### src/rtl/led_panel_driver.sv
`default_nettype none
`timescale 1ns/1ps
// ============================================================================
// Module      : led_panel_driver
// Description : Serialises a 32-bit frame into a 4-register 74HC595-style chain
//               (DS/SHCP/STCP) and PWM-dims the panel through OE.
// Revision    : 1.0 - initial release
// ============================================================================
module led_panel_driver #(
    parameter int CLK_DIV = 2
) (
    input  logic        clk,
    input  logic        rst,
    input  logic [31:0] frame_data,
    input  logic        frame_valid,
    output logic        frame_ready,
    input  logic [3:0]  brightness,
    output logic        DS,
    output logic        SHCP,
    output logic        STCP,
    output logic        OE,
    output logic        done
);

    localparam int                 c_div_w    = (CLK_DIV > 1) ? $clog2(CLK_DIV) : 1;
    localparam logic [c_div_w-1:0] c_div_last = c_div_w'(CLK_DIV - 1);
    localparam logic [c_div_w-1:0] c_div_one  = c_div_w'(1);
    localparam logic [4:0]         c_bit_last = 5'd31;

    typedef enum logic [1:0] {
        ST_IDLE  = 2'd0,
        ST_SHIFT = 2'd1,
        ST_LATCH = 2'd2
    } state_t;

    state_t             r_state;
    logic [c_div_w-1:0] r_div;
    logic               r_phase;
    logic [4:0]         r_bit;
    logic [31:0]        r_shreg;
    logic [3:0]         r_pwm;
    logic               r_ds;
    logic               r_shcp;
    logic               r_stcp;
    logic               r_oe;
    logic               r_done;
    logic               r_ready;

    state_t             w_state_nxt;
    logic [c_div_w-1:0] w_div_nxt;
    logic               w_phase_nxt;
    logic [4:0]         w_bit_nxt;
    logic [31:0]        w_shreg_nxt;
    logic               w_div_end;
    logic [3:0]         w_pwm_nxt;

    assign w_div_end = (r_div == c_div_last);
    assign w_pwm_nxt = r_pwm + 4'd1;

    // r_phase selects the half period: SHCP low/high in SHIFT, STCP high/low in LATCH.
    always_comb begin
        w_state_nxt = r_state;
        w_div_nxt   = r_div;
        w_phase_nxt = r_phase;
        w_bit_nxt   = r_bit;
        w_shreg_nxt = r_shreg;
        case (r_state)
            ST_IDLE: begin
                if (frame_valid && r_ready) begin
                    w_state_nxt = ST_SHIFT;
                    w_div_nxt   = '0;
                    w_phase_nxt = 1'b0;
                    w_bit_nxt   = 5'd0;
                    w_shreg_nxt = frame_data;
                end
            end
            ST_SHIFT: begin
                if (w_div_end) begin
                    w_div_nxt = '0;
                    if (!r_phase) begin
                        w_phase_nxt = 1'b1;
                    end else if (r_bit == c_bit_last) begin
                        w_state_nxt = ST_LATCH;
                        w_phase_nxt = 1'b0;
                    end else begin
                        w_bit_nxt   = r_bit + 5'd1;
                        w_phase_nxt = 1'b0;
                        w_shreg_nxt = {r_shreg[30:0], 1'b0};
                    end
                end else begin
                    w_div_nxt = r_div + c_div_one;
                end
            end
            ST_LATCH: begin
                if (w_div_end) begin
                    w_div_nxt = '0;
                    if (!r_phase) begin
                        w_phase_nxt = 1'b1;
                    end else begin
                        w_state_nxt = ST_IDLE;
                        w_phase_nxt = 1'b0;
                        w_bit_nxt   = 5'd0;
                    end
                end else begin
                    w_div_nxt = r_div + c_div_one;
                end
            end
            default: begin
                w_state_nxt = ST_IDLE;
                w_div_nxt   = '0;
                w_phase_nxt = 1'b0;
                w_bit_nxt   = 5'd0;
            end
        endcase
    end

    always_ff @(posedge clk or negedge rst) begin
        if (!rst) begin
            r_state <= ST_IDLE;
            r_div   <= '0;
            r_phase <= 1'b0;
            r_bit   <= 5'd0;
            r_shreg <= 32'd0;
        end else begin
            r_state <= w_state_nxt;
            r_div   <= w_div_nxt;
            r_phase <= w_phase_nxt;
            r_bit   <= w_bit_nxt;
            r_shreg <= w_shreg_nxt;
        end
    end

    // Outputs are registered from next-state values so they line up with the state.
    always_ff @(posedge clk or negedge rst) begin
        if (!rst) begin
            r_ds    <= 1'b0;
            r_shcp  <= 1'b0;
            r_stcp  <= 1'b0;
            r_done  <= 1'b0;
            r_ready <= 1'b0;
            r_pwm   <= 4'd0;
            r_oe    <= 1'b1;
        end else begin
            r_ds    <= (w_state_nxt == ST_SHIFT) && w_shreg_nxt[31];
            r_shcp  <= (w_state_nxt == ST_SHIFT) && w_phase_nxt;
            r_stcp  <= (w_state_nxt == ST_LATCH) && !w_phase_nxt;
            r_done  <= (w_state_nxt == ST_LATCH) && w_phase_nxt && (w_div_nxt == c_div_last);
            r_ready <= (w_state_nxt == ST_IDLE);
            r_pwm   <= w_pwm_nxt;
            r_oe    <= !(w_pwm_nxt < brightness);
        end
    end

    assign DS          = r_ds;
    assign SHCP        = r_shcp;
    assign STCP        = r_stcp;
    assign OE          = r_oe;
    assign done        = r_done;
    assign frame_ready = r_ready;

endmodule
`default_nettype wire

### config.mk
export PLATFORM = sky130hd
export DESIGN_NAME = led_panel_driver
export DESIGN_NICKNAME = d
export VERILOG_FILES = /design/src/rtl/led_panel_driver.sv
export SDC_FILE = /design/constraint.sdc
export NUM_CORES = 1
export LEC_CHECK = 0
export CAP_MARGIN = 25
export CELL_PAD_IN_SITES_DETAIL_PLACEMENT = 0
export CELL_PAD_IN_SITES_GLOBAL_PLACEMENT = 1
export CORE_MARGIN = 2
export CORE_UTILIZATION = 43
export CTS_CLUSTER_SIZE = 10
export DETAILED_ROUTE_END_ITERATION = 8
export GPL_ROUTABILITY_DRIVEN = 0
export PLACE_DENSITY_LB_ADDON = 0.1
export SYNTH_ARGS = -nofsm -noshare
export SYNTH_HDL_FRONTEND = slang
export SYNTH_SLANG_ARGS = --single-unit
### constraint.sdc
create_clock -name clk -period 3.2 [get_ports clk]
set_input_delay 0.64 -clock clk [delete_from_list [all_inputs] [get_ports clk]]
set_output_delay 0.64 -clock clk [all_outputs]
set_load 0.02 [all_outputs]
# Word-level counts from Yosys, hierarchy flattened
# Index checks and enable logic that the tools add are counted.
totals:
  register_bits: 51
  ramBits: 0
  out_inout_bits: 6
  inputBits: 39
  mem_count: 0
  wordCells: 68
  rom_bits: 0
  latchBits: 0
op_classes:
  addsub: 3
  n_shift: 0
  bitwise_logic: 0
  n_lt_le_gt_ge: 1
  reduce_logical: 14
  div_mod_pow: 0
  mux: 26
  n_mul: 0
  eq_ne: 11
op_table:
  columns: ["op", "n"]
  rows:
  - ["$mux W32", 4]
  - ["$pmux W32 S2", 1]
  - ["$mux W5", 6]
  - ["$pmux W5 S3", 1]
  - ["$mux W2", 6]
  - ["$ne A2 B2 Y1 const B", 6]
  - ["$logic_and A1 B1 Y1", 6]
  - ["$pmux W2 S3", 1]
  - ["$reduce_and A6 Y1", 1]
  - ["$add A5 B1 Y5 const B", 1]
  - ["$eq A5 B5 Y1 const B", 1]
  - ["$mux W1", 5]
  - ["$reduce_and A5 Y1", 1]
  - ["$add A4 B1 Y4 const B", 1]
  - ["$eq A2 B1 Y1 const B", 2]
  - ["$eq A2 B2 Y1 const B", 2]
  - ["$logic_not A2 Y1", 2]
  - ["$lt A4 B4 Y1", 1]
  - ["$pmux W1 S2", 2]
  - ["$logic_not A1 Y1", 2]
  - ["$reduce_bool A2 Y1", 1]
  - ["$reduce_or A2 Y1", 1]
  - ["$add A1 B1 Y1 const B", 1]

# Depth between registers and ports, before layout
depth:
  depth_word: 8
  mapped_depth: 8
  mapped_depth_nobuf: 7

# Least setup slack after synthesis
# Ideal clock, no wire load.
synth_timing:
  kind: "register to register"
  from: "reg r_bit[0]"
  to: "reg r_ds (netlist: DS)"
  t_arrival_ns: 2.004
  period_less_slack_ns: 2.137
  setup_slack_ns: 1.063
  required_time_ns: 3.067
  stages_incl_launch_ff: 8
  cell_sequence: "dfrtp_1 ha_1 and3_1 ha_1 nand3b_2 mux2_4 a221o_1 nor3b_1"
synth_between:
  word_cells_on_any_way: 11
  classes_between: "eq/ne: 2; mux: 8; reduce/logical: 1"
synth_lines:
  columns: ["item", "line", "rtl"]
  rows:
  - ["start: declaration", "39", "logic [4:0] r_bit;"]
  - ["start signal: assignment", "128", "r_bit <= w_bit_nxt;"]
  - ["$eq A5 B5 Y1", "82", "end else if (r_bit == c_bit_last) begin"]
  - ["$mux W32", "82", null]
  - ["$mux W32", "80", "if (!r_phase) begin"]
  - ["$mux W32", "78", "if (w_div_end) begin"]
  - ["$pmux W32 S2", "67", "case (r_state)"]
  - ["via w_shreg_nxt[31]", "53", "logic [31:0] w_shreg_nxt;"]
  - ["$logic_and A1 B1 Y1", "144", "r_ds <= (w_state_nxt == ST_SHIFT) && w_shreg_nxt[31];"]
  - ["end signal: assignment", "144", null]
  - ["end: declaration", "42", "logic r_ds;"]
# The timed path passes the listed nets, and every way through them passes these cells. The select of a mux whose other input is x is not followed.
# A chain may end at the register's enable or synchronous reset.

# Final worst setup path
# Same ends and word-level chain as after synthesis.

==> results.yml <==
grt:
  antenna_found_initial: 0
  grt_pass1_vias: 1782
  grt_max_degree: 63
  grt_use_total_pct: 16.8
  grt_overflow: 0
  grt_pass1_wl_um: 8360
yosys:
  yosys_warnings: 0
  synth_mux_area_share_pct: 1.56
  syn_inst: 232
  synth_compound_gate_area_share_pct: 24.0
  yosys.area.top_type: "dfrtp_1"
  ys_top_cells_by_area: "dfrtp_1 (52%), a22oi_1 (9.4%), a21oi_1 (7.1%)"
  synth-simple-area-share_pct: 11.0
  synth_top_area_share_pct: 52.1
  synth_flop_cell: "dfrtp_1"
  ys_top_cells_by_count: "dfrtp_1 (50), a21oi_1 (34), nor2_1 (33)"
  synth-seq-cells: 51
  yosysUniqueCellTypes: 39
  syn_nets: 281
  synth-edff-count: 0
  syn_area_per_cell_sq_um: 10.4
  synth-xor-area-share_pct: 0.729
  synth_top_family_by_area: "compound AO/OA/AOI/OAI gates"
  seq_area_frac_synth_pct: 53.1
  synth_fa_ha_area_share_pct: 5.21
  async_flop_share_pct: 100
  synth_area_sq_um: 2400
  post-synth-top-count-cell: "dfrtp_1"
routing:
  drt-initial-drc-count: 114
  firstDrtPassIters: 4
  drc: 0
  wire_per_inst_um: 13.7
  num_vias: 1808
  drt-total-wl_um: 4730
  vias_per_cell: 5.23
  postRouteAntennaNets: 0
worst_setup_path:
  cpLargestDelayFamily: "simple AND/OR/NAND/NOR gates"
  cp_slowest_cell: "dfrtp_1"
  critical_path.cell_chain: "ha_1 -> and3_1 -> ha_1 -> nand3b_2 -> mux2_4 -> a221o_1 -> nor3b_1"
  cp_max_fo: 4
  cp-end-kind: "flop"
  critPathLaunchType: "flop"
  cp_data_required_time_ns: 3.39
  worstSetupPathType: "reg2reg"
  crit_path_frequent_cell: "ha_1"
  crit_buf_inv: 0
  worstPathArrival_ns: 2.51
  slowest_delay_ns: 0.41
placed_design:
  io_buffers: 44
  dp_hpwl_um: 3150
  dp_slack_ns: 0.844
sta:
  final_max_slew_viol_count: 0
  finClkSkew_ns: 0.00734
  max_slew.worst_pin.slew_ns: 0.562
  layout_setup_ws_ns: 0.880
  setup_viol_count_final: 0
  period_needed_ns: 2.32
  relSlewSlack_pct: 62.5
  setup-tns-final_ns: 0
  rsz0062_at_grt: "no"
  clock.fmax_mhz: 431
  finalCritPeriodShare_pct: 72.5
  hold_viol: 0
cts:
  root_buffer: "clkbuf_8"
  htreeDepth: 2
  tritoncts: "yes"
  cts_buffers: 5
  cts_setup_buffers: 0
  ctsHoldBuffers: 0
  cts.sinks: 51
  clk_latency_ns: 0.30
  clk_pin_slew_worst_paths_ns: 0.09
  cts_resized: 0
  clockBufferDepth: 2
layout:
  area_delta_synth_final_pct: 24.6
  layout.nets: 322
  layout-drive-gt1-share_pct: 7.30
  diodes: 0
  nFillCells: 484
floorplanning:
  die_y_um: 78.8
  start_util_pct: 44.2
  placementRows: 27
  die_w_um: 78.8
  fp.coreArea_sq_um: 5440
  io_pins: 45
  die_area_sq_um: 6200
run_status:
  status: "completed"
job:
  cap_violations: 0
power_and_ir_drop:
  peakVddDrop_mv: 0.465
  p_leak_nw: 1.28
  powerDensity_nw_per_um2: 817
min_path:
  hold_class: "in2async"
[cell type report]
type                    count  area (sq um)  share of cell area [%]
multi-input cells         156          1020                    34.1
well taps                  72          90.1                    3.01
flip-flops and latches     51          1280                    42.6
clock buffers               8           100                    3.34
repair buffers             48           465                    15.5
inverters                  11          41.3                    1.38
[logic make-up after synthesis]
kind of cell | after synthesis
buf+inv | 25
fa+ha+maj | 10
simple gates | 56
flops | 51
xor+xnor | 2
mux | 3
compound gates | 85
[registers in the layout, indices dropped and copies added, names as in the netlist]
signal       count
SHCP             1
r_div            1
OE               1
DS               1
r_bit            5
r_phase          1
frame_ready      1
r_shreg         32
done             1
r_pwm            4
STCP             1
r_state          2
[routing by layer]
layer	GRT usage, %	wire length [um]	vias up	part of all wire, %
li1	-	-	920	-
met1	24.5	2450	851	52
met2	25.6	2020	31	43
met3	3.52	209	6	4.4
met4	4.74	53	0	1.1
met5	0	0	-	0
[where the power goes]
| group | internal (W) | total (W) | switching, W |
|---|---|---|---|
| clock network | 0.000198 | 0.000407 | 0.000209 |
| registers | 0.000905 | 0.00106 | 0.000154 |
| logic | 0.000432 | 0.000982 | 0.000550 |
[path summary, 6_finish.rpt]
check	slack, ns	to	start	depth (start not counted)
min	0.31	r_div	rst	1
max	0.88	DS	r_bit[0]	7
min in group clk	0.49	r_pwm[3]	r_pwm[3]	1
max in group asynchronous	2.14	r_shreg[15]	rst	2
min reg2reg	0.49	r_pwm[3]	r_pwm[3]	1
max reg2reg	0.88	DS	r_bit[0]	7
[cell usage in the layout (no fill, tap or decap), types with 2 or more instances in the layout]
master,Yosys,routed
o22a_1,2,2
nand2b_1,2,2
mux2_2,2,2
clkdlybuf4s50_1,0,43
and3_1,3,3
a22oi_1,30,30
inv_1,11,11
nor2_1,33,33
nand2_1,4,4
a22o_1,3,3
buf_4,0,4
nor3_1,2,2
dfrtp_1,50,50
o21ai_0,5,5
a21boi_0,2,2
nor3b_1,2,2
a21oi_1,34,34
nor2b_1,2,2
ha_1,10,10
nand3_1,3,3
clkbuf_8,0,7
[through the flow]
| stage | hold WS, ns | instance area, sq um | std cells | utilization (%) | total power (W) |
|---|---|---|---|---|---|
| floorplan | 0.344 | 2400 | 232 | - | 0.00181 |
| global placement | 0.473 | 2900 | 338 | 53.2 | 0.00204 |
| detailed placement | 0.475 | 2900 | 338 | 53.2 | 0.00206 |
| CTS | 0.332 | 3000 | 346 | 55.1 | 0.00248 |
| global route | 0.367 | 3000 | 346 | 55.1 | 0.00267 |
| finish | 0.314 | 3000 | 346 | 55.1 | 0.00245 |
Power figures use the tool's default switching activity.
